[config.mk]
export PLATFORM = sky130hd
export DESIGN_NAME = fir_wb_arbiter
export DESIGN_NICKNAME = d
export VERILOG_FILES = /design/src/rtl/fir_arb_pkg.sv /design/src/rtl/fir_rr_picker.sv /design/src/rtl/fir_wb_arbiter.sv
export SDC_FILE = /design/constraint.sdc
export NUM_CORES = 1
export LEC_CHECK = 0
export BUFFER_PORTS_ARGS = -buffer_cell sky130_fd_sc_hd__buf_4
export CAP_MARGIN = 10
export CORE_AREA = 2 2 111 113
export DETAILED_ROUTE_END_ITERATION = 6
export DIE_AREA = 0 0 113 115
export GPL_TIMING_DRIVEN = 0
export MAX_ROUTING_LAYER = met4
export PLACE_DENSITY_LB_ADDON = 0.12
export SYNTH_ARGS = -nofsm -noshare
export SYNTH_HDL_FRONTEND = slang
export SYNTH_SLANG_ARGS = --single-unit
[constraint.sdc]
create_clock -name clk_i -period 1.8 [get_ports clk_i]
set_clock_uncertainty 0.05 [all_clocks]
set_input_delay 0.27 -clock clk_i [delete_from_list [all_inputs] [get_ports clk_i]]
set_output_delay 0.27 -clock clk_i [all_outputs]
set_load 0.05 [all_outputs]
[src/rtl/fir_arb_pkg.sv]
// Shared types and constants for the FIR Wishbone arbiter.
// Imported by the arbiter top and the round-robin picker.
package fir_arb_pkg;

  typedef enum logic [1:0] {
    IDLE,
    BUSY,
    ABORT
  } arb_state_t;

  localparam int WD_W = 16;

  function automatic int ptr_w(input int n);
    return (n > 1) ? $clog2(n) : 1;
  endfunction

endpackage

[src/rtl/fir_rr_picker.sv]
// One-hot round-robin select: first requester at or after ptr,
// wrapping to index 0.
module fir_rr_picker
  import fir_arb_pkg::*;
#(
  parameter int N     = 2,
  parameter int PTR_W = ptr_w(N)
) (
  input  logic [N-1:0]     req,
  input  logic [PTR_W-1:0] ptr,
  output logic [N-1:0]     gnt
);

  logic found;

  always_comb begin
    gnt   = '0;
    found = 1'b0;
    for (int j = 0; j < N; j++) begin
      if (!found && req[j] && (j >= int'(ptr))) begin
        gnt[j] = 1'b1;
        found  = 1'b1;
      end
    end
    // wrap-around pass over the indices below ptr
    for (int j = 0; j < N; j++) begin
      if (!found && req[j]) begin
        gnt[j] = 1'b1;
        found  = 1'b1;
      end
    end
  end

endmodule

[src/rtl/fir_wb_arbiter.sv]
// Round-robin Wishbone arbiter sharing one FIR slave among masters,
// with tenure-long grants and a stalled-strobe watchdog.
module fir_wb_arbiter
  import fir_arb_pkg::*;
#(
  parameter int NUM_MASTERS    = 2,
  parameter int ADDR_WIDTH     = 32,
  parameter int DATA_WIDTH     = 32,
  parameter int TIMEOUT_CYCLES = 255
) (
  input  logic                                clk_i,
  input  logic                                rst_ni,
  input  logic [NUM_MASTERS-1:0]              m_cyc_i,
  input  logic [NUM_MASTERS-1:0]              m_stb_i,
  input  logic [NUM_MASTERS-1:0]              m_we_i,
  input  logic [NUM_MASTERS*DATA_WIDTH/8-1:0] m_sel_i,
  input  logic [NUM_MASTERS*ADDR_WIDTH-1:0]   m_adr_i,
  input  logic [NUM_MASTERS*DATA_WIDTH-1:0]   m_dat_i,
  output logic [DATA_WIDTH-1:0]               m_dat_o,
  output logic [NUM_MASTERS-1:0]              m_ack_o,
  output logic [NUM_MASTERS-1:0]              m_err_o,
  output logic                                s_cyc_o,
  output logic                                s_stb_o,
  output logic                                s_we_o,
  output logic [DATA_WIDTH/8-1:0]             s_sel_o,
  output logic [ADDR_WIDTH-1:0]               s_adr_o,
  output logic [DATA_WIDTH-1:0]               s_dat_o,
  input  logic [DATA_WIDTH-1:0]               s_dat_i,
  input  logic                                s_ack_i,
  input  logic                                s_err_i,
  output logic [NUM_MASTERS-1:0]              grant_o,
  output logic                                timeout_o
);

  localparam int SW    = DATA_WIDTH / 8;
  localparam int PTR_W = ptr_w(NUM_MASTERS);

  arb_state_t state_q, state_d;

  logic [NUM_MASTERS-1:0] grant_q, grant_d, pick;
  logic [PTR_W-1:0]       ptr_q, ptr_d, g_idx, g_next;
  logic [WD_W-1:0]        wd_q, wd_d;

  logic                  g_cyc, g_stb, g_we;
  logic [SW-1:0]         g_sel;
  logic [ADDR_WIDTH-1:0] g_adr;
  logic [DATA_WIDTH-1:0] g_dat;

  logic st_busy, st_abort, resp, stall, wd_hit;

  fir_rr_picker #(
    .N     (NUM_MASTERS),
    .PTR_W (PTR_W)
  ) u_pick (
    .req (m_cyc_i),
    .ptr (ptr_q),
    .gnt (pick)
  );

  always_comb begin
    g_cyc = 1'b0;
    g_stb = 1'b0;
    g_we  = 1'b0;
    g_sel = '0;
    g_adr = '0;
    g_dat = '0;
    g_idx = '0;
    for (int k = 0; k < NUM_MASTERS; k++) begin
      if (grant_q[k]) begin
        g_cyc = m_cyc_i[k];
        g_stb = m_stb_i[k];
        g_we  = m_we_i[k];
        g_sel = m_sel_i[k*SW +: SW];
        g_adr = m_adr_i[k*ADDR_WIDTH +: ADDR_WIDTH];
        g_dat = m_dat_i[k*DATA_WIDTH +: DATA_WIDTH];
        g_idx = PTR_W'(k);
      end
    end
  end

  assign g_next = (g_idx == PTR_W'(NUM_MASTERS - 1)) ?
                  '0 : g_idx + PTR_W'(1);

  assign st_busy  = (state_q == BUSY);
  assign st_abort = (state_q == ABORT);
  assign resp     = s_ack_i | s_err_i;
  assign stall    = st_busy & s_stb_o & ~resp;
  // abort on the edge where the stall count would reach the limit
  assign wd_hit   = stall &
                    (wd_q == WD_W'(TIMEOUT_CYCLES - 1));
  assign wd_d     = stall ? wd_q + WD_W'(1) : '0;

  always_comb begin
    state_d = state_q;
    grant_d = grant_q;
    ptr_d   = ptr_q;
    unique case (state_q)
      IDLE: begin
        if (|m_cyc_i) begin
          grant_d = pick;
          state_d = BUSY;
        end
      end
      BUSY: begin
        if (wd_hit) begin
          state_d = ABORT;
        end else if (!g_cyc) begin
          state_d = IDLE;
          grant_d = '0;
          ptr_d   = g_next;
        end
      end
      ABORT: begin
        state_d = IDLE;
        grant_d = '0;
        ptr_d   = g_next;
      end
      default: begin
        state_d = IDLE;
        grant_d = '0;
      end
    endcase
  end

  always_ff @(posedge clk_i) begin
    if (!rst_ni) begin
      state_q <= IDLE;
      grant_q <= '0;
      ptr_q   <= '0;
      wd_q    <= '0;
    end else begin
      state_q <= state_d;
      grant_q <= grant_d;
      ptr_q   <= ptr_d;
      wd_q    <= wd_d;
    end
  end

  // outputs are held low while reset is asserted
  assign s_cyc_o   = rst_ni & st_busy & g_cyc;
  assign s_stb_o   = rst_ni & st_busy & g_stb;
  assign s_we_o    = rst_ni & g_we;
  assign s_sel_o   = rst_ni ? g_sel : '0;
  assign s_adr_o   = rst_ni ? g_adr : '0;
  assign s_dat_o   = rst_ni ? g_dat : '0;
  assign m_dat_o   = s_dat_i;
  assign m_ack_o   = (rst_ni && st_busy && s_ack_i) ?
                     grant_q : '0;
  assign m_err_o   = (rst_ni && ((st_busy && s_err_i) || st_abort)) ?
                     grant_q : '0;
  assign grant_o   = rst_ni ? grant_q : '0;
  assign timeout_o = rst_ni & st_abort;

endmodule

==> summary.txt, run 1 <==
outcome - finished, violations left
failing checks - design-rule violations, negative setup slack
non-filler cells, final - 663
post-detail-place hpwl - 9920 µm
PortBufs - 255
final max-slew violation count - 0
Syn. warnings - 0
gr usage total - 0.163
worst hold start - m_cyc_i[0]
global-route wire length before repair - 16,000 µm
number of synthesized flops with an enable pin - 0
largest cells by area after synthesis - a22o_1, dfxtp_1, buf_4
number of fill cells in the layout - 1,184
vias in the first global route - 2,903
Max Fanout on Critical Path - 5
fin crit period - 1.85 ns
Mapped Area - 1950 µm²
placed cell area - 4170 µm²
placed insts - 641
H-tree levels - 1
P_int - 0.00139 W
Core Util, Final - 0.436
startpoint type of the worst setup path - flip-flop
Worst Path Class, Setup - flip-flop to flip-flop
switching power - 0.000869 W
worst path required time - 1.91 ns
final hold slack - 0.257 ns
Critical path origin - wd_q[15]$_SDFF_PN0_
measured slew at the worst slew-check pin - 0.314 ns
fin nets - 697
FF-to-FF Start - wd_q[15]$_SDFF_PN0_
Initial Util - 0.165
clk_lat worst skew - 0.25 ns
# IOs - 288
fmax - 540 MHz
worst reg-to-reg setup slack - -0.05 ns
vias after detailed routing - 2,875
area leader, netlist - a22o_1
die area - 13,000 µm²
Synth cell types - 36
CTS tree - yes
Initial DRC Count - 111
Comb pwr share - 0.576
Synth-to-Final Area Change - 164%
Yosys reg bits - 21
Mapped Nets - 419
Worst-path clk slew - 0.06 ns
Max-slew headroom - 0.791
ant diodes - 0
Hold Buf Count CTS - 0
Seq/Total Area, Yosys - 0.215
final setup margin - -0.0503 ns
Die W - 113 µm
CP Data Arrival Time - 1.97 ns
final setup fails - 18
max cap viols - 0
fin crit share - 1.03
FP Rows - 40
Yosys top cell area share - 0.309
Clk pwr share - 0.211
Mapped Avg Cell Area - 8.18 µm²
PD cells - 439 nW/µm²
clock tree sinks - 21
Mapped Cells - 239
final hold vios - 0
switch share - 0.385
Flop pwr share - 0.213
largest net degree at the start of global routing - 14
RSZ-0062 raised after global routing - true
die height - 115 µm
vias per inst - 4.34
Most used DFF post-synth - dfxtp_1
Final ANT Viol Nets - 0
most common cell in the netlist - a22o_1
TritonRoute pass-1 iters - 6
DP Worst Slack - -0.634 ns
VDD IR-drop max - 0.000242 V
P_leak - 2.55 nW
average wire per standard cell - 17.5 µm
grt total ovfl - 0
fin area - 5150 µm²
CTS Buf Count - 3
number of remaining DRC errors - 11
final wirelength - 11,600 µm
CORE AREA - 11,800 µm²
gpl congestion - 0.816
share of flip-flops with an asynchronous set or reset - 0
layout cell share with drive strength beyond 1 - 0.808
Root Driver - clkbuf_16
commonest cells in the netlist - a22o_1, buf_4, dfxtp_1, nor2_1, clkbuf_1
Critical Path End Type - flip-flop
Clock Tree Buf Depth - 2
antenna violations before repair - 0
Hold WC Path Type - primary input to flip-flop
## cell type report
type                            count  area [µm²]  area share
Tap cell                          147         184      0.0357
Sequential cell                    21         435      0.0845
Clock inverter                      1        7.51     0.00146
Inverter                            6        25.0     0.00486
Buffer                             48         453      0.0879
Timing Repair Buffer              273        2460       0.478
Multi-Input combinational cell    164        1510       0.293
Clock buffer                        3        75.1      0.0146
## stage by stage
step / TNS (ns) / total power, W
3_3_place_gp: -34.17 / 0.00160
4_1_cts: -3.34 / 0.00220
5_1_grt: -3.15 / 0.00234
2_1_floorplan: 0 / 0.00113
3_5_place_dp: -33.78 / 0.00161
6_report: -0.143 / 0.00226
## flip-flops by register name, summed over array words and instances, names as in the netlist
register and cells:
ptr_q 1, state_q 2, grant_q 2, wd_q 16
## final timing paths
kind,to,depth (start not counted)
max reg2reg,grant_q[1]$_SDFFE_PN0P_,4
min reg2reg,wd_q[0]$_SDFF_PN0_,1
min,grant_q[0]$_SDFFE_PN0P_,3
max,grant_q[1]$_SDFFE_PN0P_,4
## power groups by stage
stage	registers (W)	clock network [W]	logic [W]
floorplan	0.000489	0	0.000642
global placement	0.000492	0	0.00111
detailed placement	0.000492	0	0.00112
CTS	0.000483	0.000493	0.00123
global route	0.000484	0.000503	0.00136
finish	0.000483	0.000476	0.00130
## placed cells by master (no fill, tap or decap), drive strengths merged, types with 3 or more instances in the layout
master	count
a21oi	7
a22o	69
and2	8
and3	4
buf	317
clkbuf	7
dfxtp	21
inv	6
nand2	11
nand3	3
nand4	4
nor2	21
o21ai	3
xor2	10
## worst max-delay path: stages (launching register included)
cell and delay, ns:
dfxtp_2 0.32, or4_4 0.52, or4_4 0.53, and2_4 0.18, o31ai_4 0.16
## metal layers
| layer | wire [µm] | global-route usage |
|---|---|---|
| met1 | 4950 | 0.214 |
| met2 | 5610 | 0.267 |
| met3 | 992 | 0.0374 |
| met4 | 49 | 0.0171 |
| met5 | 0 | - |
## kinds of logic after synthesis
| logic type | synth area share |
|---|---|
| buffers and inverters | 0.165 |
| AND/OR/NAND/NOR | 0.179 |
| adder cells (fa/ha/maj) | 0.0128 |
| flip-flops | 0.215 |
| XOR/XNOR | 0.0538 |
| AO/OA/AOI/OAI | 0.374 |
## what timing repair did
action / 4_1_cts / 5_1_grt
pin swaps: 6 / 7
buffers inserted: 8 / 9
gates resized for setup: 129 / 67
setup endpoints to repair: 75 / 76
cloned: 0 / 1
endpoints found under the hold margin: 0 / 0
Power figures use the tool's default switching activity.
==> run 2, diff against run 1 <==
--- a/config.mk
+++ b/config.mk
@@ -7,9 +7,11 @@
 export LEC_CHECK = 0
 export BUFFER_PORTS_ARGS = -buffer_cell sky130_fd_sc_hd__buf_4
 export CAP_MARGIN = 10
-export CORE_AREA = 2 2 111 113
+export CELL_PAD_IN_SITES_DETAIL_PLACEMENT = 2
+export CELL_PAD_IN_SITES_GLOBAL_PLACEMENT = 2
+export CORE_MARGIN = 2
+export CORE_UTILIZATION = 11
 export DETAILED_ROUTE_END_ITERATION = 6
-export DIE_AREA = 0 0 113 115
 export GPL_TIMING_DRIVEN = 0
 export MAX_ROUTING_LAYER = met4
 export PLACE_DENSITY_LB_ADDON = 0.12
==> summary.txt, run 2 (synthesized netlist as in run 1, its figures left out) <==
outcome - finished, violations left
failing checks - negative setup slack
Hold WC Path Type - primary input to flip-flop
CP Data Arrival Time - 1.97 ns
Initial DRC Count - 44
most frequent cells in the layout - buf_4, buf_8, a22o_4
PD cells - 429 nW/µm²
layout cell share with drive strength beyond 1 - 0.806
Root Driver - clkbuf_16
measured slew at the worst slew-check pin - 0.282 ns
CTS tree - yes
global-route wire length before repair - 18,600 µm
Hold Buf Count CTS - 0
critical path, cell by cell - or4_4 > or4_4 > and2_4 > o31ai_4
fin crit share - 1.03
Critical Path Max Stage Delay - 0.54 ns
Synth-to-Final Area Change - 174%
final setup fails - 62
average wire per standard cell - 18.8 µm
P_int - 0.00140 W
Critical Path End Type - flip-flop
# IOs - 288
number of remaining DRC errors - 0
Clock Tree Buf Depth - 2
VDD IR-drop max - 0.000280 V
Worst Path Class, Setup - flip-flop to flip-flop
H-tree levels - 1
final hold vios - 0
antenna violations before repair - 0
max cap viols - 0
Setup TNS - -1.18 ns
Comb pwr share - 0.581
largest register by flop count - wd_q
clk_lat worst skew - 0.26 ns
vias per inst - 4.06
gpl congestion - 0.717
Initial Util - 0.113
Clk pwr share - 0.210
fin nets - 692
RSZ-0062 raised after global routing - true
worst hold start - m_cyc_i[0]
startpoint type of the worst setup path - flip-flop
clock tree sinks - 21
die area - 18,800 µm²
Critical path origin - wd_q[15]$_SDFF_PN0_
vias after detailed routing - 2,987
Final ANT Viol Nets - 0
FP Rows - 48
Cells on Worst Hold Path - 3
worst reg-to-reg setup slack - -0.05 ns
worst reg2reg endpoint - grant_q[1]$_SDFFE_PN0P_
FF-to-FF Start - wd_q[15]$_SDFF_PN0_
max reg flops - 16
number of fill cells in the layout - 1,912
cell depth of the worst flop-to-flop path - 4
Hold EP - grant_q[0]$_SDFFE_PN0P_
CTS Buf Count - 3
P_leak - 2.64 nW
fin crit period - 1.85 ns
TritonRoute pass-1 iters - 4
Largest regs - wd_q: 16 flops, grant_q: 2 flops, state_q: 2 flops
Max Fanout on Critical Path - 5
switching power - 0.000896 W
commonest non-fill, non-tap cell in the layout - buf_4
Max-slew headroom - 0.812
die height - 137 µm
post-detail-place hpwl - 11,600 µm
PortBufs - 255
Top cell by count, worst path - or4_4
placed insts - 719
vias in the first global route - 3,251
worst path required time - 1.92 ns
CORE AREA - 17,400 µm²
gr usage total - 0.135
slowest cell on the critical path - or4_4
final max-slew violation count - 0
final wirelength - 13,900 µm
Worst-path clk slew - 0.06 ns
ant diodes - 0
switch share - 0.390
fmax - 540 MHz
final setup margin - -0.0516 ns
Flop pwr share - 0.209
Die W - 137 µm
non-filler cells, final - 736
grt total ovfl - 0
largest net degree at the start of global routing - 13
-- run 2: cell types whose count changed in the layout (fill, tap and decap cells not counted), sizes merged --
cell,previous run,this run
clkbuf,7,14
buf,317,305
clkinv,0,1
clkinvlp,1,0
-- run 2: worst max-delay path by stage --
stage | end | slack, ns | cells after the start
floorplan | grant_q[1]$_SDFFE_PN0P_ | 0.03 | 4
global placement | s_adr_o[9] | -0.74 | 5
detailed placement | s_adr_o[9] | -0.69 | 5
CTS | grant_q[1]$_SDFFE_PN0P_ | -0.11 | 4
global route | s_adr_o[22] | -0.11 | 6
finish | grant_q[1]$_SDFFE_PN0P_ | -0.05 | 4
-- run 2: power by group through the flow --
stage               clock network (W)  logic, W  registers [W]
floorplan                           0  0.000642       0.000489
global placement                    0   0.00112       0.000492
detailed placement                  0   0.00113       0.000492
CTS                          0.000502   0.00124       0.000482
global route                 0.000522   0.00139       0.000482
finish                       0.000483   0.00133       0.000480
-- run 2: layout make-up --
class                   instances  area (µm²)  area share
clock buffers                   3        75.1      0.0140
well taps                     225         282      0.0526
flip-flops and latches         21         440      0.0823
clock inverters                 1        5.00    0.000935
repair buffers                269        2440       0.456
multi-input cells             164        1640       0.307
plain buffers                  47         440      0.0823
inverters                       6        25.0     0.00468
-- run 2: critical path: cells and delay by family (launching register included) --
kind | cells | cell delay, ns
AND/OR/NAND/NOR | 3 | 1.25
flip-flops | 1 | 0.32
AO/OA/AOI/OAI | 1 | 0.15
-- run 2: what timing repair did --
action	in CTS	in global routing
pin swaps	6	10
setup endpoints to repair	75	86
buffers inserted	8	4
cloned	0	2
gates resized for setup	124	84
-- run 2: metal layers --
metal / global-route usage / vias to the layer above / share of wire
met4: 0.0229 / 0 / 0.0076
met1: 0.147 / 1427 / 0.36
met2: 0.250 / 139 / 0.56
met3: 0.0335 / 6 / 0.073
met5: - / - / 0
li1: - / 1415 / -
-- run 2: per-stage QoR --
stage | worst slack [ns] | hold WS (ns) | util | power (W) | cell area, µm²
global placement | -0.737 | 0.386 | 0.246 | 0.00161 | 4270
global route | -0.111 | 0.289 | 0.308 | 0.00240 | 5350
floorplan | 0.0309 | 0.363 | - | 0.00113 | 2070
finish | -0.0516 | 0.274 | 0.308 | 0.00230 | 5350
detailed placement | -0.691 | 0.406 | 0.246 | 0.00162 | 4270
CTS | -0.113 | 0.260 | 0.280 | 0.00222 | 4860
